<file path="config.mk">
export PLATFORM = sky130hd
export DESIGN_NAME = cpu_sequencer
export DESIGN_NICKNAME = d
export VERILOG_FILES = /design/src/rtl/cpu_sequencer.sv
export SDC_FILE = /design/constraint.sdc
export NUM_CORES = 1
export LEC_CHECK = 0
export CORE_ASPECT_RATIO = 0.75
export CORE_MARGIN = 4
export CORE_UTILIZATION = 47
export DETAILED_ROUTE_END_ITERATION = 8
export GPL_TIMING_DRIVEN = 0
export PLACE_DENSITY = 0.76
export SLEW_MARGIN = 20
export SYNTH_ARGS = -nofsm -noshare
export SYNTH_HDL_FRONTEND = slang
export SYNTH_SLANG_ARGS = --single-unit
</file>
<file path="constraint.sdc">
create_clock -name clk -period 3.2 [get_ports clk]
set_clock_uncertainty 0.1 [all_clocks]
set_input_delay 0.32 -clock clk [delete_from_list [all_inputs] [get_ports clk]]
set_output_delay 0.32 -clock clk [all_outputs]
set_load 0.05 [all_outputs]
</file>
<file path="src/rtl/cpu_sequencer.sv">
// rtl/cpu_sequencer.sv - multi-phase instruction sequencer with halt/resume and performance counters
//
// Steps each instruction through FETCH, DECODE (zero or more phases), EXECUTE
// and WRITE_BACK. It also keeps wrapping counts of retired instructions and
// non-halted cycles.
//
// Ports:
//   clk          in   rising-edge clock
//   reset        in   synchronous active-high reset
//   fetch_ack    in   instruction word returned (only honoured in FETCH)
//   exec_busy    in   execute unit still working (only honoured in EXECUTE)
//   is_branch    in   current instruction is a branch (suppresses write_enable)
//   halt_req     in   current instruction is a halt (only honoured in WRITE_BACK)
//   resume       in   leave HALTED
//   stall        in   freeze phase and suppress strobes
//   phase        out  current phase number, 0 = FETCH, PHASES-1 = WRITE_BACK
//   fetch_req    out  fetch request, high throughout FETCH while running
//   pc_enable    out  PC update strobe in the WRITE_BACK cycle
//   write_enable out  register write strobe in the WRITE_BACK cycle, non-branch only
//   halted       out  sequencer is halted
//   retired      out  completed instruction count (wraps)
//   cycles       out  non-halted cycle count (wraps)

module cpu_sequencer #(
  parameter int PHASES  = 4,
  parameter int PHASE_W = 2,
  parameter int CNT_W   = 32
) (
  input  logic               clk,
  input  logic               reset,
  input  logic               fetch_ack,
  input  logic               exec_busy,
  input  logic               is_branch,
  input  logic               halt_req,
  input  logic               resume,
  input  logic               stall,
  output logic [PHASE_W-1:0] phase,
  output logic               fetch_req,
  output logic               pc_enable,
  output logic               write_enable,
  output logic               halted,
  output logic [CNT_W-1:0]   retired,
  output logic [CNT_W-1:0]   cycles
);

  typedef enum logic {
    ST_RUN    = 1'b0,
    ST_HALTED = 1'b1
  } state_e;

  localparam logic [PHASE_W-1:0] PH_FETCH = '0;
  localparam logic [PHASE_W-1:0] PH_EXEC  = PHASE_W'(PHASES - 2);
  localparam logic [PHASE_W-1:0] PH_WB    = PHASE_W'(PHASES - 1);
  localparam logic [PHASE_W-1:0] PH_ONE   = PHASE_W'(1);
  localparam logic [CNT_W-1:0]   CNT_ONE  = CNT_W'(1);

  state_e             state_q, state_d;
  logic [PHASE_W-1:0] phase_q, phase_d;
  logic [CNT_W-1:0]   retired_q, retired_d;
  logic [CNT_W-1:0]   cycles_q, cycles_d;

  logic run_active;
  logic wb_fire;

  // Strobes are combinational so that a stall or reset in the WRITE_BACK
  // cycle itself suppresses them, not the cycle after.
  assign run_active   = !reset && (state_q == ST_RUN);
  assign wb_fire      = run_active && (phase_q == PH_WB) && !stall;

  assign fetch_req    = run_active && (phase_q == PH_FETCH);
  assign pc_enable    = wb_fire;
  assign write_enable = wb_fire && !is_branch;
  assign halted       = (state_q == ST_HALTED);
  assign phase        = phase_q;
  assign retired      = retired_q;
  assign cycles       = cycles_q;

  always_comb begin
    state_d   = state_q;
    phase_d   = phase_q;
    retired_d = retired_q;
    cycles_d  = cycles_q;

    if (state_q == ST_HALTED) begin
      // Stall has no effect here; only resume matters.
      if (resume) begin
        state_d = ST_RUN;
        phase_d = PH_FETCH;
      end
    end else begin
      cycles_d = cycles_q + CNT_ONE;
      if (!stall) begin
        // WRITE_BACK is tested first, then EXECUTE, then FETCH. With
        // PHASES = 3 this makes phase 1 EXECUTE with no DECODE phase.
        if (phase_q == PH_WB) begin
          phase_d   = PH_FETCH;
          retired_d = retired_q + CNT_ONE;
          if (halt_req) begin
            state_d = ST_HALTED;
          end
        end else if (phase_q == PH_EXEC) begin
          if (!exec_busy) begin
            phase_d = phase_q + PH_ONE;
          end
        end else if (phase_q == PH_FETCH) begin
          if (fetch_ack) begin
            phase_d = phase_q + PH_ONE;
          end
        end else begin
          phase_d = phase_q + PH_ONE;
        end
      end
    end
  end

  always_ff @(posedge clk) begin
    if (reset) begin
      state_q   <= ST_RUN;
      phase_q   <= PH_FETCH;
      retired_q <= '0;
      cycles_q  <= '0;
    end else begin
      state_q   <= state_d;
      phase_q   <= phase_d;
      retired_q <= retired_d;
      cycles_q  <= cycles_d;
    end
  end

endmodule

</file>
======== Word-level counts from Yosys, hierarchy flattened ========
Index checks and enable logic that the tools add are counted.
storage, ports and cells
  register bits after elaboration ......... 67
  input bits .............................. 8
  output and inout bits ................... 70
  logic and storage cells ................. 39
cells by class
  add/sub/neg operators ................... 3
  equal/unequal tests ..................... 6
  muxes and demuxes ....................... 13
  bitwise gates (word level) .............. 2
  reduce and logical (&&, ||, !) cells .... 11
operators with widths
  cell                                           count
  adder 32 x 1 -> 32 bit, second input constant  2
  two-way mux 2 bit                              8
  logical AND 1 bit                              5
  two-way mux 1 bit                              5
  != test 5 bit, second input constant           1
  equality test 2 bit, second input constant     2
  != test 4 bit, second input constant           1
  AND reduction 4 bit                            1
  logical NOT 1 bit                              3
  AND reduction 3 bit                            1
  adder 2 x 1 -> 2 bit, second input constant    1
  logical NOT 2 bit                              1
  != test 2 x 1 -> 1 bit, second input constant  1
  != test 2 bit, second input constant           1
  inverter 1 bit                                 2

======== Depth between registers and ports, before layout ========
  word-level depth ........................ 7
  gate-level depth with buffers ........... 7
  mapped depth without buffers ............ 6

======== Least setup slack after synthesis ========
No wires, ideal clock.
  kind .................................... register to register
  from .................................... register phase_q[1] (netlist: phase[1])
  to ...................................... register retired_q[23] (netlist: retired[23])
  setup time .............................. 0.123 ns
  arrival ................................. 2.430 ns
  data required time ...................... 2.977 ns
  slack ................................... 0.546 ns
  cell stages (with the launch flop) ...... 8
  buffers on the path ..................... 2
  clock period less this slack ............ 2.654 ns
  cells stage by stage .................... dfxtp_1 ha_1 nand4bb_1 buf_2 or4_1 clkbuf_1 nor4_1 mux2_1
on the way
  cells in the longest elaborated chain, start to end .. 2
ends and longest elaborated chain
  what                                  RTL line  source
  start, declared                       58        logic [PHASE_W-1:0] phase_q, phase_d;
  start signal, assigned                124       phase_q <= phase_d;
  equality test 2 bit                   95        if (phase_q == PH_WB) begin
  AND reduction 3 bit (no source line)  -
  end signal, assigned                  125       retired_q <= retired_d;
  end, declared                         59        logic [CNT_W-1:0] retired_q, retired_d;
Every way passes these cells.
A chain may end at the register's enable or synchronous reset.

======== Final worst setup path ========
  from .................................... input reset
  to ...................................... output pc_enable
on the way
  cells in the longest elaborated chain, start to end .. 4
ends and longest elaborated chain
  what                            RTL line  source
  start, declared                 30        input logic reset,
  logical NOT 1 bit               67        assign run_active = !reset && (state_q == ST_RUN);
  logical AND 1 bit               67
  logical AND 1 bit (2 in a row)  68        assign wb_fire = run_active && (phase_q == PH_WB) && !stall;
  end, declared                   39        output logic pc_enable,
Every way passes these cells.

==> impl_metrics.toml <==
[yosys]
ys_types = 34
synth_top_cell_by_area = "dfxtp_1"
ys_async_sr_fraction = 0
syn_nets = 402
synthTopCellsByCount = "67 x dfxtp_1, 40 x a21oi_1, 34 x nor2_1"
syn_area_mm2 = 0.00328
yosysSeqAreaShare = 0.409
yosysMostFrequentCell = "dfxtp_1"
synth_top_area_share = 0.409
synthTopCellsByArea = "dfxtp_1 41%, or4_1 6.2%, a21oi_1 6.1%"
syn_area_per_cell_um2 = 8.44
synth_seq_cells = 67
synth_ff_type = "dfxtp_1"
ys.warnings.count = 0
synth_edf_count = 0
synthCells = 388

[worst_setup_path]
path_delay_family = "buffers and inverters"
path_cells = "clkdlybuf4s50_1 -> clkbuf_1 -> clkbuf_2 -> buf_2 -> nor2_1 -> clkdlybuf4s50_1"
cp.required_ps = 2780
worstSetupStartpoint = "reset"
worstPathMaxFanout = 10
startpoint_type = "input port"
critPathKind = "input port to output pin"
r2r-start = "phase[1]"
worstSetupEndpoint = "pc_enable"
path_buf_inv = 5
worstRegToRegCells = 7
endpoint_kind = "output pin"
crit_top_cell = "clkdlybuf4s50_1"
reg2reg_to = "retired[23]"
crit_cells = 6
cp_data_arrival_time_ps = 2500
slowest_stage = "clkdlybuf4s50_1"
critPathMaxStageDelay_ps = 700
rrSetupSlack_ps = 670

[clock_network]
clock_path_buffers = 2
clk_pin_slew_ps = 70
post_cts_buffers = 0
cts.sinks = 67
h-tree-depth = 3
cts_buffers = 9
clk_latency_ps = 340
cts_hold_buffers = 0
cts_tree = "done"
root_buffer = "clkbuf_8"

[power]
power.leakage_nw = 1.37
vdd_ir_drop_max_v = 0.000278
clkPwrFrac = 0.394
switching_share = 0.242
power_frac_seq = 0.540
p_int_mw = 1.19
p_comb_frac = 0.066
p_sw_mw = 0.380
power-per-cell-area_mw_per_mm2 = 364

[grt]
grt_pass1_wl_mm = 14.3
grtUsageTotal = 0.207
overflow = 0
antenna_found_initial = 0
grt_max_degree = 11
grt_pass1_vias = 3052

[cells_and_area]
synthToLayoutAreaGrowth_pct = 31.9
design_area_mm2 = 0.00432
diodes = 0
layout-drive-gt1-share = 0.0543
multiInputGateArea_mm2 = 0.00178
nets = 490
fill_cells = 591
final-seq-area_mm2 = 0.00134
final_util = 0.636

[timing]
relSlewSlack = 0.553
slew_violations = 0
fin_crit_ps = 2920
setup_viol = 0
max_clock_freq_ghz = 0.342
fin_crit_sh = 0.912
tightestPinTransition_ps = 668
rsz0062_at_grt = "false"
hold_viol_final = 0
finalSetupTns_ps = 0

[place]
numPortBuffers = 77
hpwl_mm = 6.15
routabilityCongestion = 0.844
place_area_mm2 = 0.00415

[route]
viasPerCell = 5.78
dr.pass1.iters = 4
route.detailed.drc = 0
wl_per_cell_um = 15.1
antenna_left = 0
via_count = 3253
drt_wl_total_mm = 8.49
drtIter0Drc = 103

[floorplanning]
rows = 26
boundaryPins = 78
die_w_um = 104
die_h_um = 80.3
dieArea_mm2 = 0.00838
start_util = 0.482
core-area_mm2 = 0.00680

[flow_run]
maxCapViolCount = 0

[status]
status = "complete, no violations"

[min_path]
hold_class = "flop to flop"
## kinds of logic after synthesis
family	Yosys count	synth area share
buf+inv	38	0.0481
mux	9	0.0294
compound gates	77	0.134
xor+xnor	20	0.0535
fa+ha+maj	6	0.0229
flops	67	0.409
simple gates	171	0.303
## per-stage QoR
stage | instances | setup WS, ps | hold WS (ps) | power, mW
2_1_floorplan | 388 | 546 | 359 | 0.933
3_3_place_gp | 549 | -20.1 | 362 | 0.969
3_5_place_dp | 549 | -16.1 | 378 | 0.971
4_1_cts | 563 | 117 | 390 | 1.58
5_1_grt | 563 | 115 | 396 | 1.63
6_report | 563 | 280 | 394 | 1.57
## layout make-up
cell class              count  area share
plain buffers              25      0.0258
clock buffers              12      0.0359
clock inverters             2     0.00290
inverters                  13      0.0113
multi-input cells         283       0.411
flip-flops and latches     67       0.310
well taps                  84      0.0243
repair buffers             77       0.178
## worst min path at each step
stage	from	endpoint	slack [ps]	depth (start not counted)
2_1_floorplan	halt_req	halted	360	2
3_3_place_gp	cycles[31]	cycles[31]	360	2
3_5_place_dp	cycles[31]	cycles[31]	380	2
4_1_cts	cycles[31]	cycles[31]	390	2
5_1_grt	cycles[31]	cycles[31]	400	2
6_report	cycles[31]	cycles[31]	390	2
## registers in the layout, summed over array words and instances (netlist names)
signal / cells
cycles: 32
halted: 1
phase: 2
retired: 32
## worst reg2reg max path, stage by stage (launching register included)
cell       delay [ps]
dfxtp_1           420
ha_1              250
nand4bb_1         150
buf_2             200
or4_1             520
clkbuf_1          200
nor4_1            240
mux2_1            350
## power by group through the flow
stage	logic [mW]	clock network, mW	registers, mW
finish	0.104	0.619	0.849
global route	0.114	0.664	0.850
CTS	0.104	0.630	0.849
detailed placement	0.103	0	0.868
global placement	0.101	0	0.868
floorplan	0.0443	0	0.888
## placed cells by master, fill, tap and decap left out, types with 2 or more instances in the layout
| master | instances |
|---|---|
| clkdlybuf4s50_1 | 77 |
| dfxtp_1 | 67 |
| a21oi_1 | 40 |
| nor2_1 | 34 |
| or4_1 | 27 |
| o31ai_1 | 21 |
| nand2_1 | 20 |
| nand3_1 | 18 |
| or3_1 | 18 |
| clkbuf_1 | 16 |
| nand4_1 | 16 |
| xnor2_1 | 16 |
| inv_1 | 13 |
| o21ai_1 | 12 |
| clkbuf_8 | 11 |
| nor3_1 | 9 |
| buf_2 | 7 |
| nor4_1 | 7 |
| nor2b_1 | 6 |
| ha_1 | 6 |
| and4_1 | 5 |
| mux2_1 | 5 |
| o21ai_0 | 4 |
| xor2_1 | 4 |
| mux2i_1 | 4 |
| nor3b_1 | 2 |
| and2_1 | 2 |
## routing by layer
metal | wire length [um] | GRT usage | up-vias
met5 | 0 | 0 | -
met4 | 52 | 0.0544 | 0
met3 | 534 | 0.0755 | 6
met2 | 3850 | 0.328 | 92
met1 | 4050 | 0.269 | 1546
li1 | - | - | 1609
## what timing repair did
item | in CTS | in global routing
setup endpoints to repair | 1 | 1
gates resized for setup | 1 | 2
hold endpoints to repair | 0 | 0
(Power assumes the default switching activity.)
